<file path="config.mk">
export PLATFORM = sky130hd
export DESIGN_NAME = ibex_ahb_arbiter
export DESIGN_NICKNAME = d
export VERILOG_FILES = /design/src/rtl/ibex_ahb_arbiter.sv
export SDC_FILE = /design/constraint.sdc
export NUM_CORES = 1
export LEC_CHECK = 0
export BUFFER_PORTS_ARGS = -buffer_cell sky130_fd_sc_hd__buf_2
export CAP_MARGIN = 20
export CORE_ASPECT_RATIO = 1.4
export CORE_MARGIN = 5
export CORE_UTILIZATION = 44
export CTS_CLUSTER_SIZE = 25
export DETAILED_ROUTE_END_ITERATION = 8
export GPL_TIMING_DRIVEN = 0
export PLACE_DENSITY_LB_ADDON = 0.08
export SLEW_MARGIN = 0
export SYNTH_ARGS = -nofsm -noshare
export SYNTH_HDL_FRONTEND = slang
export SYNTH_SLANG_ARGS = --single-unit
</file>
<file path="constraint.sdc">
create_clock -name HCLK -period 2.25 [get_ports HCLK]
set_input_delay 0.45 -clock HCLK [delete_from_list [all_inputs] [get_ports HCLK]]
set_output_delay 0.45 -clock HCLK [all_outputs]
set_load 0.05 [all_outputs]
</file>
<file path="src/rtl/ibex_ahb_arbiter.sv">
// Arbitrates the Ibex instruction-fetch and LSU request ports onto one AHB-Lite master,
// with a single outstanding single-beat transfer (IDLE -> ADDR -> DATA).
`timescale 1ns / 1ps

module ibex_ahb_arbiter #(
  parameter bit FAIR = 1'b1
) (
  input  logic        HCLK,
  input  logic        HRESET,
  // Instruction fetch port
  input  logic        instr_req_i,
  input  logic [31:0] instr_addr_i,
  output logic        instr_gnt_o,
  output logic        instr_rvalid_o,
  output logic [31:0] instr_rdata_o,
  output logic        instr_err_o,
  // LSU port
  input  logic        data_req_i,
  input  logic        data_we_i,
  input  logic [3:0]  data_be_i,
  input  logic [31:0] data_addr_i,
  input  logic [31:0] data_wdata_i,
  output logic        data_gnt_o,
  output logic        data_rvalid_o,
  output logic [31:0] data_rdata_o,
  output logic        data_err_o,
  // AHB-Lite master
  output logic [31:0] HADDR,
  output logic [1:0]  HTRANS,
  output logic [2:0]  HSIZE,
  output logic [2:0]  HBURST,
  output logic        HWRITE,
  output logic [31:0] HWDATA,
  input  logic [31:0] HRDATA,
  input  logic        HREADY,
  input  logic        HRESP
);

  typedef enum logic [1:0] {IDLE, ADDR, DATA} state_t;

  state_t      r_state, w_next_state;
  logic        r_last_data;   // 1 = data port owned the bus last
  logic        r_owner_data;  // owner of the transfer in flight
  logic [31:0] r_haddr, r_wdata, r_hwdata, r_rdata;
  logic [2:0]  r_hsize;
  logic        r_hwrite, r_err, r_instr_rvalid, r_data_rvalid;

  logic        w_gnt_instr, w_gnt_data, w_prefer_data;
  logic [2:0]  w_data_size;
  logic [1:0]  w_data_off;
  logic        w_unused_addr_bits;

  assign w_unused_addr_bits = ^{instr_addr_i[1:0], data_addr_i[1:0]};

  // Byte enables carry both transfer size and the byte offset inside the word.
  always_comb begin
    w_data_size = 3'b010;
    w_data_off  = 2'b00;
    case (data_be_i)
      4'b0001: begin w_data_size = 3'b000; w_data_off = 2'd0; end
      4'b0010: begin w_data_size = 3'b000; w_data_off = 2'd1; end
      4'b0100: begin w_data_size = 3'b000; w_data_off = 2'd2; end
      4'b1000: begin w_data_size = 3'b000; w_data_off = 2'd3; end
      4'b0011: begin w_data_size = 3'b001; w_data_off = 2'd0; end
      4'b1100: begin w_data_size = 3'b001; w_data_off = 2'd2; end
      default: begin w_data_size = 3'b010; w_data_off = 2'd0; end
    endcase
  end

  // NOTE: every signal driven here gets a default first so no latch is inferred.
  always_comb begin
    w_gnt_instr   = 1'b0;
    w_gnt_data    = 1'b0;
    w_prefer_data = !FAIR || !r_last_data;
    w_next_state  = r_state;
    case (r_state)
      IDLE: begin
        if (!HRESET) begin
          if (data_req_i && instr_req_i) begin
            w_gnt_data  = w_prefer_data;
            w_gnt_instr = !w_prefer_data;
          end else begin
            w_gnt_data  = data_req_i;
            w_gnt_instr = instr_req_i;
          end
        end
        if (w_gnt_data || w_gnt_instr) w_next_state = ADDR;
      end
      ADDR:    if (HREADY) w_next_state = DATA;
      DATA:    if (HREADY) w_next_state = IDLE;
      default: w_next_state = IDLE;
    endcase
  end

  // NOTE: sequential state uses non-blocking assignments so every flop samples pre-edge values.
  always_ff @(posedge HCLK) begin
    if (HRESET) begin
      r_state        <= IDLE;
      r_last_data    <= 1'b0;
      r_owner_data   <= 1'b0;
      r_haddr        <= '0;
      r_hsize        <= '0;
      r_hwrite       <= 1'b0;
      r_wdata        <= '0;
      r_hwdata       <= '0;
      r_rdata        <= '0;
      r_err          <= 1'b0;
      r_instr_rvalid <= 1'b0;
      r_data_rvalid  <= 1'b0;
    end else begin
      r_state        <= w_next_state;
      r_instr_rvalid <= 1'b0;
      r_data_rvalid  <= 1'b0;
      if (w_gnt_data) begin
        r_last_data  <= 1'b1;
        r_owner_data <= 1'b1;
        r_haddr      <= {data_addr_i[31:2], w_data_off};
        r_hsize      <= w_data_size;
        r_hwrite     <= data_we_i;
        r_wdata      <= data_wdata_i;
      end else if (w_gnt_instr) begin
        r_last_data  <= 1'b0;
        r_owner_data <= 1'b0;
        r_haddr      <= {instr_addr_i[31:2], 2'b00};
        r_hsize      <= 3'b010;
        r_hwrite     <= 1'b0;
      end
      if (r_state == ADDR && HREADY) r_hwdata <= r_wdata;
      if (r_state == DATA && HREADY) begin
        r_rdata        <= HRDATA;
        r_err          <= HRESP;
        r_data_rvalid  <= r_owner_data;
        r_instr_rvalid <= !r_owner_data;
      end
    end
  end

  assign HTRANS = (r_state == ADDR) ? 2'b10 : 2'b00;
  assign HBURST = 3'b000;
  assign HADDR  = r_haddr;
  assign HSIZE  = r_hsize;
  assign HWRITE = r_hwrite;
  assign HWDATA = r_hwdata;

  assign instr_gnt_o    = w_gnt_instr;
  assign data_gnt_o     = w_gnt_data;
  assign instr_rvalid_o = r_instr_rvalid;
  assign data_rvalid_o  = r_data_rvalid;
  assign instr_rdata_o  = r_rdata;
  assign data_rdata_o   = r_rdata;
  assign instr_err_o    = r_err;
  assign data_err_o     = r_err;

endmodule

</file>
======== Yosys cells after proc, flatten, opt, wreduce, memory -nomap -nowiden ========
Cells that the tools add are included.
word-level totals
  flip-flop bits (word level) ............. 138
  bits in latches ......................... 0
  RAM bits ................................ 0
  bits in read-only memories .............. 0
  input port bits ......................... 139
  word-level logic and storage cells ...... 57
  memories ................................ 0
operators by class
  add/subtract/negate cells ............... 0
  multipliers ............................. 0
  divide/modulo/power cells ............... 0
  $lt $le $gt $ge ......................... 0
  eq/ne operators ......................... 11
  shift operators ......................... 0
  multiplexer cells ....................... 22
  bitwise gates (word level) .............. 1
  reductions and logical operators ........ 12
operators with widths
  cell                                                             number
  32-bit 2-to-1 mux                                                2
  2-bit case mux with 3 select lines                               2
  1-bit 2-to-1 mux                                                 11
  4-bit by 2-bit == test with 1-bit output, second input constant  2
  4-bit == test, second input constant                             2
  2-bit 2-to-1 mux                                                 4
  3-bit 2-to-1 mux                                                 2
  2-bit inequality test, second input constant                     3
  2-bit OR reduction                                               3
  4-bit by 1-bit == test with 1-bit output, second input constant  1
  4-bit by 3-bit == test with 1-bit output, second input constant  1
  2-bit case mux with 2 select lines                               1
  4-bit OR reduction                                               1
  1-bit logical AND                                                3
  3-bit AND reduction                                              1
  2-bit by 1-bit == test with 1-bit output, second input constant  1
  2-bit == test, second input constant                             1
  2-bit zero test                                                  1
  2-bit nonzero test                                               1
  1-bit zero test                                                  1
  1-bit logical OR                                                 1
  1-bit inverter                                                   1

======== Logic depth before layout (Yosys ltp) ========
Gate-level depths: netlist of the first run.
  word-level depth ........................ 7
  gate-level depth with buffers ........... 7
  mapped depth without buffers ............ 4

======== Worst setup path before layout of the first run ========
No wires, ideal clock.
  kind .................................... register to output
  start ................................... reg r_state[1]
  end ..................................... out instr_gnt_o
  arrival time ............................ 2.248 ns
  data required time ...................... 1.800 ns
  setup slack ............................. -0.448 ns
  cell stages (with the launch flop) ...... 7
  buffers on the path ..................... 4
  cells stage by stage .................... dfxtp_1 -> buf_6 -> or3_1 -> buf_2 -> buf_6 -> buf_6 -> nor3_1
between the ends
  word-level cells in the longest chain between the ends .. 2
RTL lines
  item                    RTL line  text
  start, declared         41        state_t r_state, w_next_state;
  start signal, assigned  111       r_state <= w_next_state;
  2-bit zero test         76        case (r_state)
  1-bit 2-to-1 mux        76
  end, declared           13        output logic instr_gnt_o,
No other way between the ends.

======== Final worst setup path of the first run ========
Ends and elaborated chain as after synthesis.

==> results of run 1 <==
[layout make-up]
type | count | area [um^2]
Clock inverter | 15 | 127.6
Clock buffer | 17 | 425.4
Inverter | 3 | 11.26
Sequential cell | 137 | 2744
Fill cell | 1283 | 4902
Tap cell | 153 | 191.4
Buffer | 104 | 599.3
Timing Repair Buffer | 275 | 1410
Multi-Input combinational cell | 461 | 2341
[placed cells by master, fill, tap and decap left out, types with 2 or more instances in the layout]
cell type,instances
a21oi_1,134
inv_1,3
nor4bb_1,2
o21ai_1,3
clkbuf_16,18
clkinv_2,4
nand3b_1,2
clkbuf_1,49
nor2_1,7
inv_6,2
clkinvlp_4,8
a311oi_1,30
nand2_1,131
conb_1,5
nor3_4,2
o21ai_0,64
xor2_1,2
buf_4,42
nor2b_1,2
nand3_1,63
buf_6,5
and3b_1,2
buf_2,279
dfxtp_1,136
[synth_stat cells (2+ instances only)]
cell type  number
dfxtp_1       137
a21oi_1       134
buf_6           6
nor3_1          2
buf_2          12
xor2_1          2
o21ai_0        64
and3b_1         2
nand3b_1        2
nand3_1        63
nor2_1          7
clkbuf_1       49
nor4bb_1        2
nand2_1       131
buf_4          38
o21ai_1         3
a311oi_1       30
nor2b_1         2
inv_1           3
[cell families (layout without fill, tap and decap cells)]
group                  count (synthesis)  in the layout  share of synthesized area (%)
XOR/XNOR                               2              2                         0.3092
AO/OA/AOI/OAI                        236            236                          23.10
buffers and inverters                109            414                          10.82
other                                  1              5                        0.06619
AND/OR/NAND/NOR                      218            218                          17.29
flip-flops                           137            137                          48.41
[worst max-delay path by stage]
stage               slack, ns     endpoint  startpoint  cells after the start
floorplan                0.18  instr_gnt_o  r_state[1]                      6
global placement        0.004  instr_gnt_o      HRESET                      7
global route            0.006  instr_gnt_o  r_state[1]                      5
detailed placement      0.002  instr_gnt_o      HRESET                      7
CTS                      0.02  instr_gnt_o  r_state[1]                      5
finish                   0.08  instr_gnt_o  r_state[1]                      5
[stage by stage]
step	setup WS (ns)	hold slack, ns	power, W	cell area (um^2)	instances
5_1_grt	0.005577	0.2614	0.006445	7850	1165
6_report	0.08003	0.2719	0.006186	7850	1165
3_3_place_gp	0.003947	0.4355	0.003635	7244	1132
3_5_place_dp	0.002296	0.4393	0.003638	7244	1132
4_1_cts	0.02481	0.2568	0.006225	7807	1164
2_1_floorplan	0.1768	0.4285	0.003302	5692	707
[power by group through the flow]
stage	sequential [W]	combinational (W)	clock, W
floorplan	0.00286	0.000444	0
global placement	0.00263	0.00100	0
detailed placement	0.00263	0.00100	0
CTS	0.00258	0.00101	0.00263
global route	0.00259	0.00111	0.00274
finish	0.00258	0.00102	0.00258
[what timing repair did]
action                                  in CTS  in global routing
gates resized for setup                      6                  5
setup buffers                                2                  0
pin swaps                                    1                  1
endpoints found under the setup margin       2                  2
gates cloned                                 0                  1
[registers in the layout (all words and copies together) (netlist names)]
name	flops
HADDR	32
HWDATA	32
data_rdata_o	32
r_wdata	32
HSIZE	2
r_state	2
HWRITE	1
data_err_o	1
data_rvalid_o	1
instr_rvalid_o	1
r_owner_data	1
[routing by layer]
layer | track usage [%] | up-vias
li1 | - | 2993
met1 | 27.47 | 2764
met2 | 43.15 | 185
met3 | 8.307 | 15
met4 | 6.003 | 4
met5 | 0 | -
[critical path, delay by kind of cell, from the launching register on]
| kind | cells | cell delay (ns) |
|---|---|---|
| simple gates | 2 | 0.53 |
| flops | 1 | 0.30 |
| buf+inv | 3 | 0.48 |
==> out/metrics.yaml, run 1 <==
period_needed_ns: 2.170
die_area_mm2: 0.01528
yosys_warnings: 0
cts-root-buf: "clkbuf_16"
placement_rows: 49
worstSkewPairLatency_ns: 0.41
num_vias: 5961
hold_depth: 3
post-dp-hpwl_um: 14350
wl_per_cell_um: 16.07
max_freq_mhz: 460.8
die_x_um: 105.9
wl_met1_um: 7431
cts_sinks: 137
cp_max_fo: 10
design.core.area_mm2: 0.01275
grt_max_degree: 21
initial_utilization_pct: 44.43
status: "completed"
critical_path.cell_chain: "buf_6, or3_4, buf_12, nor3_4, buf_6"
cts_hold_buf: 0
slew_headroom_pct: 57.96
cpMostUsedCell: "buf_6"
leakagePower_nw: 3.496
drtIter0Drc: 256
cp_slowest_stage_delay_ns: 0.37
slew_violations: 0
antenna_found_initial: 2
slowest_stage: "or3_4"
num_io_pins: 282
internal-power_w: 0.004362
period_share_pct: 96.44
setup_viol: 0
synthCells: 703
final_core_util_pct: 61.56
htree_levels: 4
synth_area_per_cell_um2: 8.059
synthDistinctLibCells: 33
worstPathRequired_ns: 1.80
track_usage_pct: 24.04
grt_pass1_wl_um: 29250
p_clk_share_pct: 41.7
numPortBuffers: 272
worstSetupStartpointType: "flip-flop"
maxCapViolations: 0
highest_layer: "met5"
insertedDiodeCount: 0
tightest_slew_ns: 0.6282
crit_type: "reg2out"
vdd_drop_max_v: 0.0004184
r2r_end: "HADDR[29]"
regToRegStartpoint: "r_state[1]"
first_global_vias: 5813
synth_edf_count: 0
seqPwrFrac_pct: 41.8
synth_ff_type: "dfxtp_1"
arrival_ns: 1.72
routed-wl-met2_um: 9629
ys_seq_area_share_pct: 48.41
synth-seq-cells: 137
synth_top_area_share_pct: 48.41
die_y_um: 144.3
syn_to_final_growth_pct: 38.56
powerDensity_mw_per_mm2: 788.0
worstHoldStart: "HRDATA[24]"
clockBufferDepth: 2
cts.clk_slew.worst_paths_ns: 0.06
antenna_left: 0
numCtsBuffers: 17
rrSetupSlack_ns: 0.41
yosysTopAreaCell: "dfxtp_1"
final.setup.tns_ns: 0
power_frac_comb_pct: 16.5
hold_viol: 0
via_per_inst: 5.117
net-switching-power_w: 0.001824
remaining_drc_errors: 0
hold_path.class: "in2reg"
drtPass1Iterations: 4
synthArstFlopShare_pct: 0
drive_above_1_share_pct: 36.46
critPathCaptureType: "output port"
grt_overflow: 0
sw_frac_of_total_pct: 29.49
clock_skew_ns: 0.007120
ys_top_cells_by_area: "dfxtp_1 48%, a21oi_1 12%, nand2_1 8.7%, o21ai_0 5.7%, nand3_1 5.6%"
synth.cell_area_mm2: 0.005665
reg2regPathDepth: 7
dr_wl_met3_um: 1452
final_nets: 1138
cts_tree: "done"
worstHoldEndpoint: "data_rdata_o[24]"
routabilityCongestion: 0.7986
rsz0062_at_grt: "false"
wl_um: 18720
(Power assumes the default switching activity.)
==> run 2, diff against run 1 <==
Settings changed: PLACE_DENSITY set to 0.77, PLACE_DENSITY_LB_ADDON 0.08 to not set.
==> run 2 against run 1 <==
Compared with the run above:
- clock power grew 16%
- critical endpoint unchanged
- critical path type unchanged
- core utilization grew 0.64 points
- highest routed layer is now met4
- sequential cell count is the same
==> out/metrics.yaml, run 2 (synthesis results as in run 1) <==
status: "completed"
rsz0062_at_grt: "false"
hold_path.class: "in2reg"
setup_viol: 0  # unchanged
drive_above_1_share_pct: 36.34  # -0.13 points
sw_frac_of_total_pct: 27.20  # -2.3 points
numCtsBuffers: 17  # unchanged
arrival_ns: 1.73  # about the same
insertedDiodeCount: 0  # unchanged
r2r_end: "HADDR[29]"
wl_um: 18890  # +0.91%
cts-root-buf: "clkbuf_16"
remaining_drc_errors: 0  # unchanged
period_needed_ns: 2.182  # +0.01189 ns
design.core.area_mm2: 0.01275  # unchanged
syn_to_final_growth_pct: 40.00
post-dp-hpwl_um: 14360  # about the same
mostFrequentLayoutCell: "buf_2"
first_global_vias: 5737  # -1.3%
cp_max_fo: 10  # unchanged
wl_met1_um: 7402  # -0.39%
final_nets: 1138  # unchanged
vdd_drop_max_v: 0.0005254  # +26%
numPortBuffers: 272  # unchanged
track_usage_pct: 23.76  # -0.28 points
p_clk_share_pct: 45.3  # +3.6 points
worstHoldStart: "HRDATA[29]"
routabilityCongestion: 0.8684  # +8.7%
crit_type: "reg2out"
critPathCaptureType: "output port"
worstHoldEndpoint: "data_rdata_o[29]"
power_frac_comb_pct: 15.6  # -0.9 points
holdWs_ns: 0.2717  # -0.0002600 ns
wl_per_cell_um: 16.24  # +1.1%
reg2regPathDepth: 7  # unchanged
leakagePower_nw: 3.549  # +1.5%
grt_overflow: 0  # unchanged
grt_max_degree: 21  # unchanged
num_io_pins: 282  # unchanged
initial_utilization_pct: 44.43  # unchanged
net-switching-power_w: 0.001794  # -1.6%
hold_depth: 3  # unchanged
die_area_mm2: 0.01528  # unchanged
seqPwrFrac_pct: 39.2  # -2.6 points
cts_hold_buf: 0  # unchanged
drtPass1Iterations: 5  # +1
worstSkewPairLatency_ns: 0.41  # about the same
drtIter0Drc: 204  # -20%
slew_violations: 0  # unchanged
cts_sinks: 137  # unchanged
regToRegStartpoint: "r_state[1]"
tightest_slew_ns: 0.6735  # +0.04525 ns
final_cell_mix: "279 x buf_2, 136 x dfxtp_1, 134 x a21oi_1"
highest_layer: "met4"
final.setup.tns_ns: 0  # unchanged
routed-wl-met2_um: 10010  # +4.0%
max_freq_mhz: 458.3  # -0.55%
powerDensity_mw_per_mm2: 831.8  # +5.6%
dr_wl_met3_um: 1190  # -18%
placement_rows: 49  # unchanged
via_per_inst: 5.110  # -0.13%
die_y_um: 144.3  # unchanged
worstSetupStartpointType: "flip-flop"
cts_tree: "done"
clock_skew_ns: 0.01234  # +0.005224 ns
htree_levels: 4  # unchanged
hold_viol: 0  # unchanged
worstPathRequired_ns: 1.80  # about the same
rrSetupSlack_ns: 0.35  # -0.06 ns
num_vias: 5943  # -0.30%
antenna_left: 0  # unchanged
slew_headroom_pct: 54.94  # -3.0 points
grt_pass1_wl_um: 29070  # -0.62%
period_share_pct: 96.97  # +0.53 points
clockBufferDepth: 2  # unchanged
cts.clk_slew.worst_paths_ns: 0.06  # about the same
internal-power_w: 0.004803  # +10%
antenna_found_initial: 0  # -2
die_x_um: 105.9  # unchanged
maxCapViolations: 0  # unchanged
run 2: power groups by stage:
stage	clock network [W]	logic, W	registers [W]
after global routing	0.00314	0.00111	0.00259
final	0.00299	0.00103	0.00258
after global placement	0	0.00100	0.00263
after detailed placement	0	0.00100	0.00263
after CTS	0.00303	0.00101	0.00258
after floorplan	0	0.000444	0.00286
run 2: what timing repair did:
| item | 4_1_cts | 5_1_grt |
|---|---|---|
| cloned | 0 | 1 |
| pin swaps | 1 | 1 |
| gates resized for setup | 7 | 6 |
| buffers inserted | 2 | 0 |
| endpoints found under the setup margin | 2 | 2 |
run 2: through the flow:
stage | setup slack, ns | total power, W | cells | area [um^2] | utilization (%)
after global placement | 0.01079 | 0.003631 | 1132 | 7244 | 56.81
after global routing | 0.02411 | 0.006837 | 1163 | 7931 | 62.20
after CTS | 0.01296 | 0.006618 | 1162 | 7889 | 61.86
final | 0.06814 | 0.006597 | 1163 | 7931 | 62.20
after floorplan | 0.1768 | 0.003302 | 707 | 5692 | -
after detailed placement | -0.005762 | 0.003636 | 1132 | 7244 | 56.81
run 2: layout make-up:
class	instances	area, um^2
fillers	1233	4821
flip-flops and latches	137	2744
multi-input cells	461	2345
repair buffers	275	1410
plain buffers	104	599.3
clock buffers	18	429.2
clock inverters	12	201.4
well taps	153	191.4
inverters	3	11.26
run 2: how the worst max path moves through the flow:
stage	depth (start not counted)	startpoint	endpoint
floorplan	6	r_state[1]	instr_gnt_o
CTS	5	r_state[1]	instr_gnt_o
detailed placement	7	HRESET	instr_gnt_o
global placement	7	HRESET	instr_gnt_o
finish	5	r_state[1]	instr_gnt_o
global route	5	r_state[1]	instr_gnt_o
run 2: worst max-delay path, cell delays in order (launching register included):
cell and delay, ns:
dfxtp_1 0.31, buf_6 0.13, or3_4 0.37, buf_12 0.17, nor3_4 0.17, buf_6 0.18
run 2: metal layers:
layer  global-route usage (%)  vias to the layer above
met1                    27.10                     2715
met3                    6.074                       21
met4                    7.367                        0
li1                         -                     3000
met2                    43.58                      207
met5                        0                        -
==> run 3, diff against run 2 <==
Settings changed: BUFFER_PORTS_ARGS -buffer_cell sky130_fd_sc_hd__buf_2 to -buffer_cell sky130_fd_sc_hd__buf_4, CORE_UTILIZATION 44 to 41, PLACE_DENSITY 0.77 to 0.76, SKIP_CTS_REPAIR_TIMING set to 1.
Clock period 2.25 ns to 1.9 ns, I/O delays scaled along.
==> run 3 against run 2 <==
Compared with the run above:
- the run now ends with negative setup slack left
- hold slack lost 0.047 ns
- final cell count grew 2.8%
- sequential cell count is the same
- routed wire length grew 4.5%
- power grew 15%
- critical path type unchanged
- highest routed layer unchanged
==> out/metrics.yaml, run 3 (synthesis results as in run 1) <==
status: "complete, but fails checks"
violations: "negative setup slack"
drtIter0Drc: 246  # +21%
internal-power_w: 0.005493  # +14%
slowest_stage: "dfxtp_4"
power_frac_comb_pct: 17.8  # +2.2 points
use_met3_pct: 5.977  # -0.098 points
max_freq_mhz: 478.6
antenna_left: 0  # unchanged
hold_viol: 0  # unchanged
initial_utilization_pct: 42.12  # -2.3 points
cts_sinks: 137  # unchanged
period_needed_ns: 2.089
post-dp-hpwl_um: 15340  # +6.8%
powerDensity_mw_per_mm2: 883.4  # +6.2%
cts_tree: "done"
critical_path.cell_chain: "or3_4, buf_6, buf_12, nor3_4, buf_6"
worstSetupStartpointType: "flip-flop"
drtPass1Iterations: 4  # -1
holdWs_ns: 0.2244  # -0.04725 ns
cp_slowest_stage_delay_ns: 0.36  # about the same
numPortBuffers: 272  # unchanged
slew_violations: 0  # unchanged
clockBufferDepth: 2  # unchanged
worstSkewPairLatency_ns: 0.40  # about the same
arrival_ns: 1.71  # -0.02 ns
final_cells: 1196  # +2.8%
grt.met2_usage_pct: 42.33  # -1.3 points
first_global_vias: 5870  # +2.3%
leakagePower_nw: 3.649  # +2.8%
insertedDiodeCount: 0  # unchanged
placement_rows: 50  # +2.0%
mostFrequentLayoutCell: "buf_4"
maxCapViolations: 0  # unchanged
num_io_pins: 282  # unchanged
die_x_um: 109.4  # +3.3%
p_clk_share_pct: 42.0  # -3.3 points
grt_overflow: 0  # unchanged
via_per_inst: 5.057  # -1.0%
final_core_util_pct: 64.04  # +1.8 points
track_usage_pct: 23.66  # -0.10 points
num_vias: 6048  # +1.8%
period_share_pct: 110.0
grt_max_degree: 17  # -19%
tightest_slew_ns: 0.7795  # +0.1060 ns
setup_viol: 2  # +2
cpMostUsedCell: "buf_6"
fill_cells: 1216  # -1.4%
sw_frac_of_total_pct: 27.81  # +0.61 points
syn_to_final_growth_pct: 52.03
rsz0062_at_grt: "true"
vdd_drop_max_v: 0.0005472  # +4.2%
multiInputGateArea_mm2: 0.002345  # unchanged
seqPwrFrac_pct: 40.3  # +1.1 points
final_nets: 1142  # +0.35%
numCtsBuffers: 17  # unchanged
remaining_drc_errors: 0  # unchanged
drive_above_1_share_pct: 36.79  # +0.45 points
cts.clk_slew.worst_paths_ns: 0.06  # about the same
setup_ws_ns: -0.1893  # -0.2574 ns
slew_headroom_pct: 47.84  # -7.1 points
cp_max_fo: 6  # -4
clock_skew_ns: 0.006791  # -0.005553 ns
die_y_um: 149.1  # +3.3%
grt_pass1_wl_um: 30120  # +3.6%
htree_levels: 4  # unchanged
die_area_mm2: 0.01630  # +6.7%
antenna_found_initial: 0  # unchanged
worstPathRequired_ns: 1.52  # -0.28 ns
place_inst: 1161  # +2.6%
net-switching-power_w: 0.002116  # +18%
ff_latch_area_mm2: 0.002748  # +0.14%
crit_type: "reg2out"
grt_most_used_layer: "met2"
use_met1_pct: 26.94  # -0.16 points
critPathCaptureType: "output port"
hold_path.class: "in2reg"
cts-root-buf: "clkbuf_16"
routabilityCongestion: 0.8804  # +1.4%
final.setup.tns_ns: -0.2047  # -0.2047 ns
design.core.area_mm2: 0.01345  # +5.5%
final_cell_mix: "316 x buf_4, 135 x dfxtp_1, 134 x a21oi_1"
wl_per_cell_um: 16.51  # +1.6%
wl_um: 19750  # +4.5%
## run 3: cell types whose count changed in the layout (fill, tap and decap cells not counted), moves of 2 or more
cell / before / now
buf_2: 279 / 9
buf_4: 43 / 316
buf_6: 5 / 7
bufinv_16: 5 / 2
clkbuf_8: 0 / 2
## run 3: power groups by stage
stage	registers, W	clock network [W]	logic, W
2_1_floorplan	0.00338	0	0.000529
3_5_place_dp	0.00312	0	0.00133
3_3_place_gp	0.00312	0	0.00132
4_1_cts	0.00306	0.00324	0.00134
5_1_grt	0.00308	0.00337	0.00145
6_report	0.00306	0.00319	0.00135
## run 3: area by class of cell
cell class,instances,share of cell area [%]
Multi-Input combinational cell,461,27.22
Inverter,3,0.1307
Clock inverter,11,1.438
Sequential cell,137,31.90
Tap cell,182,2.644
Buffer,103,6.915
Clock buffer,19,5.259
Timing Repair Buffer,280,24.49
## run 3: critical path: cells and delay by family, from the launching register on
family | cells | cell delay [ns]
flops | 1 | 0.36
simple gates | 2 | 0.49
buf+inv | 3 | 0.45
## run 3: layer usage
layer	part of all wire (%)	wire (um)	vias up
met5	0	0	-
li1	-	-	3009
met2	53	10550	197
met1	38	7525	2813
met3	6.4	1264	29
met4	2.1	407	0
## run 3: stage by stage
stage	cell area, um^2	total power (W)	worst slack (ns)
6_report	8613	0.007609	-0.1893
5_1_grt	8613	0.007897	-0.2434
4_1_cts	8544	0.007637	-0.5267
3_5_place_dp	7968	0.004456	-0.2236
3_3_place_gp	7968	0.004444	-0.2376
2_1_floorplan	5698	0.003913	-0.09329
## run 3: final timing paths
check	start	endpoint	slack [ns]	cells past startpoint
worst max-delay path	r_state[0]	instr_gnt_o	-0.19	5
worst min-delay path	HRDATA[30]	data_rdata_o[30]	0.22	3
worst max register to register	r_owner_data	HADDR[28]	0.19	4
worst min register to register	r_wdata[17]	HWDATA[17]	0.44	2
